File: config.mk
export PLATFORM = sky130hd
export DESIGN_NAME = instr_fetch
export DESIGN_NICKNAME = d
export VERILOG_FILES = /design/src/rtl/instr_fetch.sv
export SDC_FILE = /design/constraint.sdc
export NUM_CORES = 1
export LEC_CHECK = 0
export ABC_CLOCK_PERIOD_IN_PS = 3310
export BUFFER_PORTS_ARGS = -buffer_cell sky130_fd_sc_hd__buf_2
export CORE_AREA = 2 2 166 168
export CTS_CLUSTER_DIAMETER = 30
export DETAILED_ROUTE_END_ITERATION = 12
export DIE_AREA = 0 0 168 170
export PLACE_DENSITY_LB_ADDON = 0.15
export SYNTH_ARGS = -nofsm -noshare
export SYNTH_HDL_FRONTEND = slang
export SYNTH_SLANG_ARGS = --single-unit
export TNS_END_PERCENT = 10
File: constraint.sdc
create_clock -name clk -period 3.31 [get_ports clk]
set_input_delay 0.331 -clock clk [delete_from_list [all_inputs] [get_ports clk]]
set_output_delay 0.331 -clock clk [all_outputs]
set_load 0.05 [all_outputs]
File: src/rtl/instr_fetch.sv
// Instruction fetch: one-entry line buffer in front of a single-outstanding memory port,
// handing 32-bit instructions to decode with redirect/flush support.
module instr_fetch #(
  parameter logic [63:0] RESET_PC = 64'h0
) (
  input  logic        clk,
  input  logic        reset,
  input  logic [63:0] next_pc,
  input  logic        redirect,
  input  logic [63:0] redirect_pc,
  output logic [63:0] pc,
  output logic        sig_recvd,
  output logic        mem_req_valid,
  output logic [63:0] mem_req_addr,
  input  logic        mem_req_ready,
  input  logic        mem_resp_valid,
  input  logic [63:0] mem_resp_data,
  output logic        id_valid,
  output logic [31:0] id_instr,
  output logic [63:0] id_pc,
  input  logic        id_ready
);

  typedef enum logic [1:0] {StIdle, StReq, StWait, StHold} state_e;

  state_e      state_q, state_d;
  logic [63:0] pc_q, pc_d;
  logic [63:0] addr_q, addr_d;
  logic [63:0] buf_data_q, buf_data_d;
  logic [60:0] buf_tag_q, buf_tag_d;
  logic        buf_valid_q, buf_valid_d;
  logic        kill_q, kill_d;
  logic        buf_hit;
  logic        accept;

  assign buf_hit = buf_valid_q && (buf_tag_q == pc_q[63:3]);
  assign accept  = (state_q == StHold) && id_ready && !redirect;

  always_comb begin
    state_d     = state_q;
    pc_d        = pc_q;
    addr_d      = addr_q;
    buf_data_d  = buf_data_q;
    buf_tag_d   = buf_tag_q;
    buf_valid_d = buf_valid_q;
    kill_d      = kill_q;
    unique case (state_q)
      StIdle: begin
        if (redirect) begin
          state_d = StIdle;
        end else if (buf_hit) begin
          state_d = StHold;
        end else begin
          addr_d  = {pc_q[63:3], 3'b000};
          state_d = StReq;
        end
      end
      StReq: begin
        // An accepted-but-stale request must still drain; kill marks its response.
        if (redirect) kill_d = 1'b1;
        if (mem_req_ready) state_d = StWait;
      end
      StWait: begin
        if (mem_resp_valid) begin
          if (kill_q || redirect) begin
            kill_d  = 1'b0;
            state_d = StIdle;
          end else begin
            buf_data_d  = mem_resp_data;
            buf_tag_d   = addr_q[63:3];
            buf_valid_d = 1'b1;
            state_d     = StHold;
          end
        end else if (redirect) begin
          kill_d = 1'b1;
        end
      end
      StHold: begin
        if (redirect) begin
          state_d = StIdle;
        end else if (id_ready) begin
          pc_d    = next_pc;
          state_d = StIdle;
        end
      end
      default: state_d = StIdle;
    endcase
    if (redirect) pc_d = redirect_pc;
  end

  always_ff @(posedge clk) begin
    if (reset) begin
      state_q       <= StIdle;
      pc_q          <= RESET_PC;
      addr_q        <= '0;
      buf_data_q    <= '0;
      buf_tag_q     <= '0;
      buf_valid_q   <= 1'b0;
      kill_q        <= 1'b0;
      mem_req_valid <= 1'b0;
      id_valid      <= 1'b0;
    end else begin
      state_q       <= state_d;
      pc_q          <= pc_d;
      addr_q        <= addr_d;
      buf_data_q    <= buf_data_d;
      buf_tag_q     <= buf_tag_d;
      buf_valid_q   <= buf_valid_d;
      kill_q        <= kill_d;
      mem_req_valid <= (state_d == StReq);
      id_valid      <= (state_d == StHold);
    end
  end

  assign pc           = pc_q;
  assign mem_req_addr = addr_q;
  assign sig_recvd    = accept && !reset;
  assign id_pc        = id_valid ? pc_q : '0;
  assign id_instr     = id_valid ? (pc_q[2] ? buf_data_q[63:32] : buf_data_q[31:0]) : '0;

endmodule

==> impl_metrics.toml <==
[global_routing]
grtUsageTotal = 0.259
grt_first_pass_wirelength_um = 58500
grt_max_degree = 117
grt_pass1_vias = 10547
antenna_found_initial = 1
grt_overflow = 0

[floorplan]
pin_count = 425
die_y_um = 170
initial_utilization = 0.446
core_area_mm2 = 0.0267
dieWidth_um = 168
die-area_mm2 = 0.0286
num_rows = 60

[timing]
fmax_mhz = 361
slew_headroom = 0.430
setup_tns_ns = 0
finalClockSkew_ns = 0.0176
setup_viol = 0
worst_slack_ns = 0.543
final_max_slew_viol_count = 0
fin_crit_ns = 2.77
worst_pin_slew_ns = 0.855
hold_viol = 0
period_share = 0.836
rsz0062_at_grt = "false"
fin_hold_ws_ns = 0.0127

[drt]
dr_total_vias = 11121
dr.pass1.iters = 5
final_antenna_net_count = 0
drc = 0
viasPerCell = 4.97
route.detailed.wl_per_inst_um = 17.2
routed_wirelength_um = 38400
first_iter_violations = 729

[final_layout]
fin_cells = 2236
area_growth_pct = 36.3
fillers = 2414
drive_above_1_share = 0.288
nets = 2044

[yosys]
avgSynthCellArea_um2 = 8.20
yosysTopAreaCell = "dfxtp_1"
yosys.area.top_type_share = 0.431
synth_common_cells = "256 x dfxtp_1, 255 x nand2_1, 193 x a21oi_1"
async_flop_share = 0
synth_seq_cells = 256
synth_most_common_cell = "dfxtp_1"
yosysSeqAreaShare = 0.431
ys_types = 40
netlist_area_mm2 = 0.0119
postSynthCellCount = 1449
synth_enable_flop_cells = 0
ys.warnings.count = 0
ys.flop_type = "dfxtp_1"
synth.area.top_cells = "dfxtp_1 43%, mux2i_1 13%, a21oi_1 8.1%"

[clock_network]
clock_path_buffers = 3
clock_sinks = 256
clkTransAtPathRegs_ns = 0.05
htree_levels = 2
cts_tree = "yes"
cts_setup_buffers = 0
cts_made_buffers = 57
clkLatencyLatePin_ns = 0.55
cts_root_buffer = "clkbuf_16"

[place]
dp_hpwl_um = 26900
dp_slack_ns = 0.623
gp_congestion = 0.851
portBuffers = 421
dp_cells = 2121

[critical_path]
max_stage_delay_ns = 0.47
required_ns = 3.70
crit_chain = "xnor2_1, nand4_1, or4_1, nor4_2, a21oi_4, buf_4, mux2i_1"
critPathLaunchType = "register"
endpoint_kind = "register"
worst-path-max-fanout = 39
cpMaxStageDelayCell = "or4_1"
worstSetupPathType = "register to register"
critPathArrivalTime_ns = 3.16

[run]
drv_cap = 0

[worst_hold_path]
min_path_type = "input port to register"

[status]
status = "finished clean"

[power]
leakage_nw = 7.52
power.density_mw_per_mm2 = 610
ir_drop_mv = 0.362
==> through the flow <==
stage | power (W) | utilization | instance area (µm²)
detailed placement | 0.00429 | 0.531 | 14200
global placement | 0.00428 | 0.531 | 14200
CTS | 0.00995 | 0.607 | 16200
global route | 0.0102 | 0.607 | 16200
floorplan | 0.00396 | - | 11900
finish | 0.00988 | 0.607 | 16200
==> sequential cells by signal, summed over array words and instances (netlist names) <==
name           cells
buf_data_q        64
buf_tag_q         61
buf_valid_q        1
id_valid           1
kill_q             1
mem_req_addr      61
mem_req_valid      1
pc                64
state_q            2
==> final timing paths <==
path                                     from                            end  slack (ns)  depth (start not counted)
setup / recovery          pc[21]$_SDFFE_PP0P_  mem_req_addr[17]$_SDFFE_PP0P_        0.54                          7
hold / removal                redirect_pc[43]            pc[43]$_SDFFE_PP0P_        0.01                          3
hold reg to reg   buf_data_q[43]$_SDFFE_PP0P_    buf_data_q[43]$_SDFFE_PP0P_        0.45                          2
setup reg to reg          pc[21]$_SDFFE_PP0P_  mem_req_addr[17]$_SDFFE_PP0P_        0.54                          7
==> critical path, delay by kind of cell (launching register included) <==
family	cells	cell delay [ns]
AO/OA/AOI/OAI	1	0.10
multiplexers	1	0.21
XOR/XNOR	1	0.41
buffers and inverters	1	0.35
AND/OR/NAND/NOR	3	1.16
flip-flops	1	0.34
==> routing by layer <==
metal | wire length [µm] | part of all wire | up-vias | GRT usage
met2 | 19000 | 0.49 | 365 | 0.464
li1 | - | - | 5564 | -
met1 | 16100 | 0.42 | 5154 | 0.307
met5 | 0 | 0 | - | 0
met4 | 644 | 0.017 | 0 | 0.0684
met3 | 2700 | 0.070 | 38 | 0.0691
==> cells in the final DEF (no fill, tap or decap), types with 2 or more instances in the layout <==
cell | netlist | final
xor2_1 | 27 | 27
nand2_1 | 255 | 255
mux2i_1 | 157 | 157
clkinvlp_4 | 0 | 7
bufinv_16 | 0 | 6
nor2_1 | 133 | 133
xnor2_1 | 10 | 10
a2111oi_0 | 5 | 5
nand4_1 | 6 | 6
conb_1 | 1 | 3
clkbuf_8 | 0 | 10
o22ai_1 | 5 | 5
o2111a_1 | 3 | 3
nor4_1 | 7 | 7
inv_1 | 15 | 15
buf_12 | 0 | 3
nor2b_1 | 47 | 47
clkbuf_16 | 0 | 59
or4_1 | 3 | 2
dlygate4sd3_1 | 0 | 7
a221oi_1 | 2 | 2
buf_2 | 9 | 419
a21oi_1 | 193 | 192
and2_1 | 64 | 64
clkbuf_1 | 87 | 10
dfxtp_1 | 256 | 254
dfxtp_2 | 0 | 2
clkinv_2 | 0 | 14
buf_4 | 3 | 16
nand2b_1 | 133 | 133
==> cell type report <==
cell class / instances / area, µm² / share of cell area
timing repair buffer: 446 / 2360 / 0.146
inverter: 17 / 63.8 / 0.00394
clock inverter: 29 / 320 / 0.0198
tap: 341 / 427 / 0.0264
clock buffer: 78 / 1640 / 0.101
multi-input combinational: 1068 / 6240 / 0.386
antenna: 1 / 2.50 / 0.000155
sequential: 256 / 5130 / 0.317
==> power breakdown <==
group	total, W	switching (W)	internal, W
Sequential	0.00330	0.000120	0.00318
Clock	0.00564	0.00175	0.00389
Combinational	0.000944	0.000617	0.000327
==> cells by family after synthesis <==
| family | count (synthesis) | share of synthesized area |
|---|---|---|
| and+or+nand+nor | 656 | 0.265 |
| DFF | 256 | 0.431 |
| AOI/OAI and AO/OA | 214 | 0.0958 |
| muxes | 158 | 0.133 |
| buffers and inverters | 127 | 0.0465 |
| xor gates and xnor gates | 37 | 0.0273 |
| other | 1 | 0.000316 |
==> what timing repair did <==
action,4_1_cts,5_1_grt
gates resized for setup,0,0
hold buffers,7,0
hold endpoints to repair,7,0
Note: power is estimated with default switching activity, not from simulation.
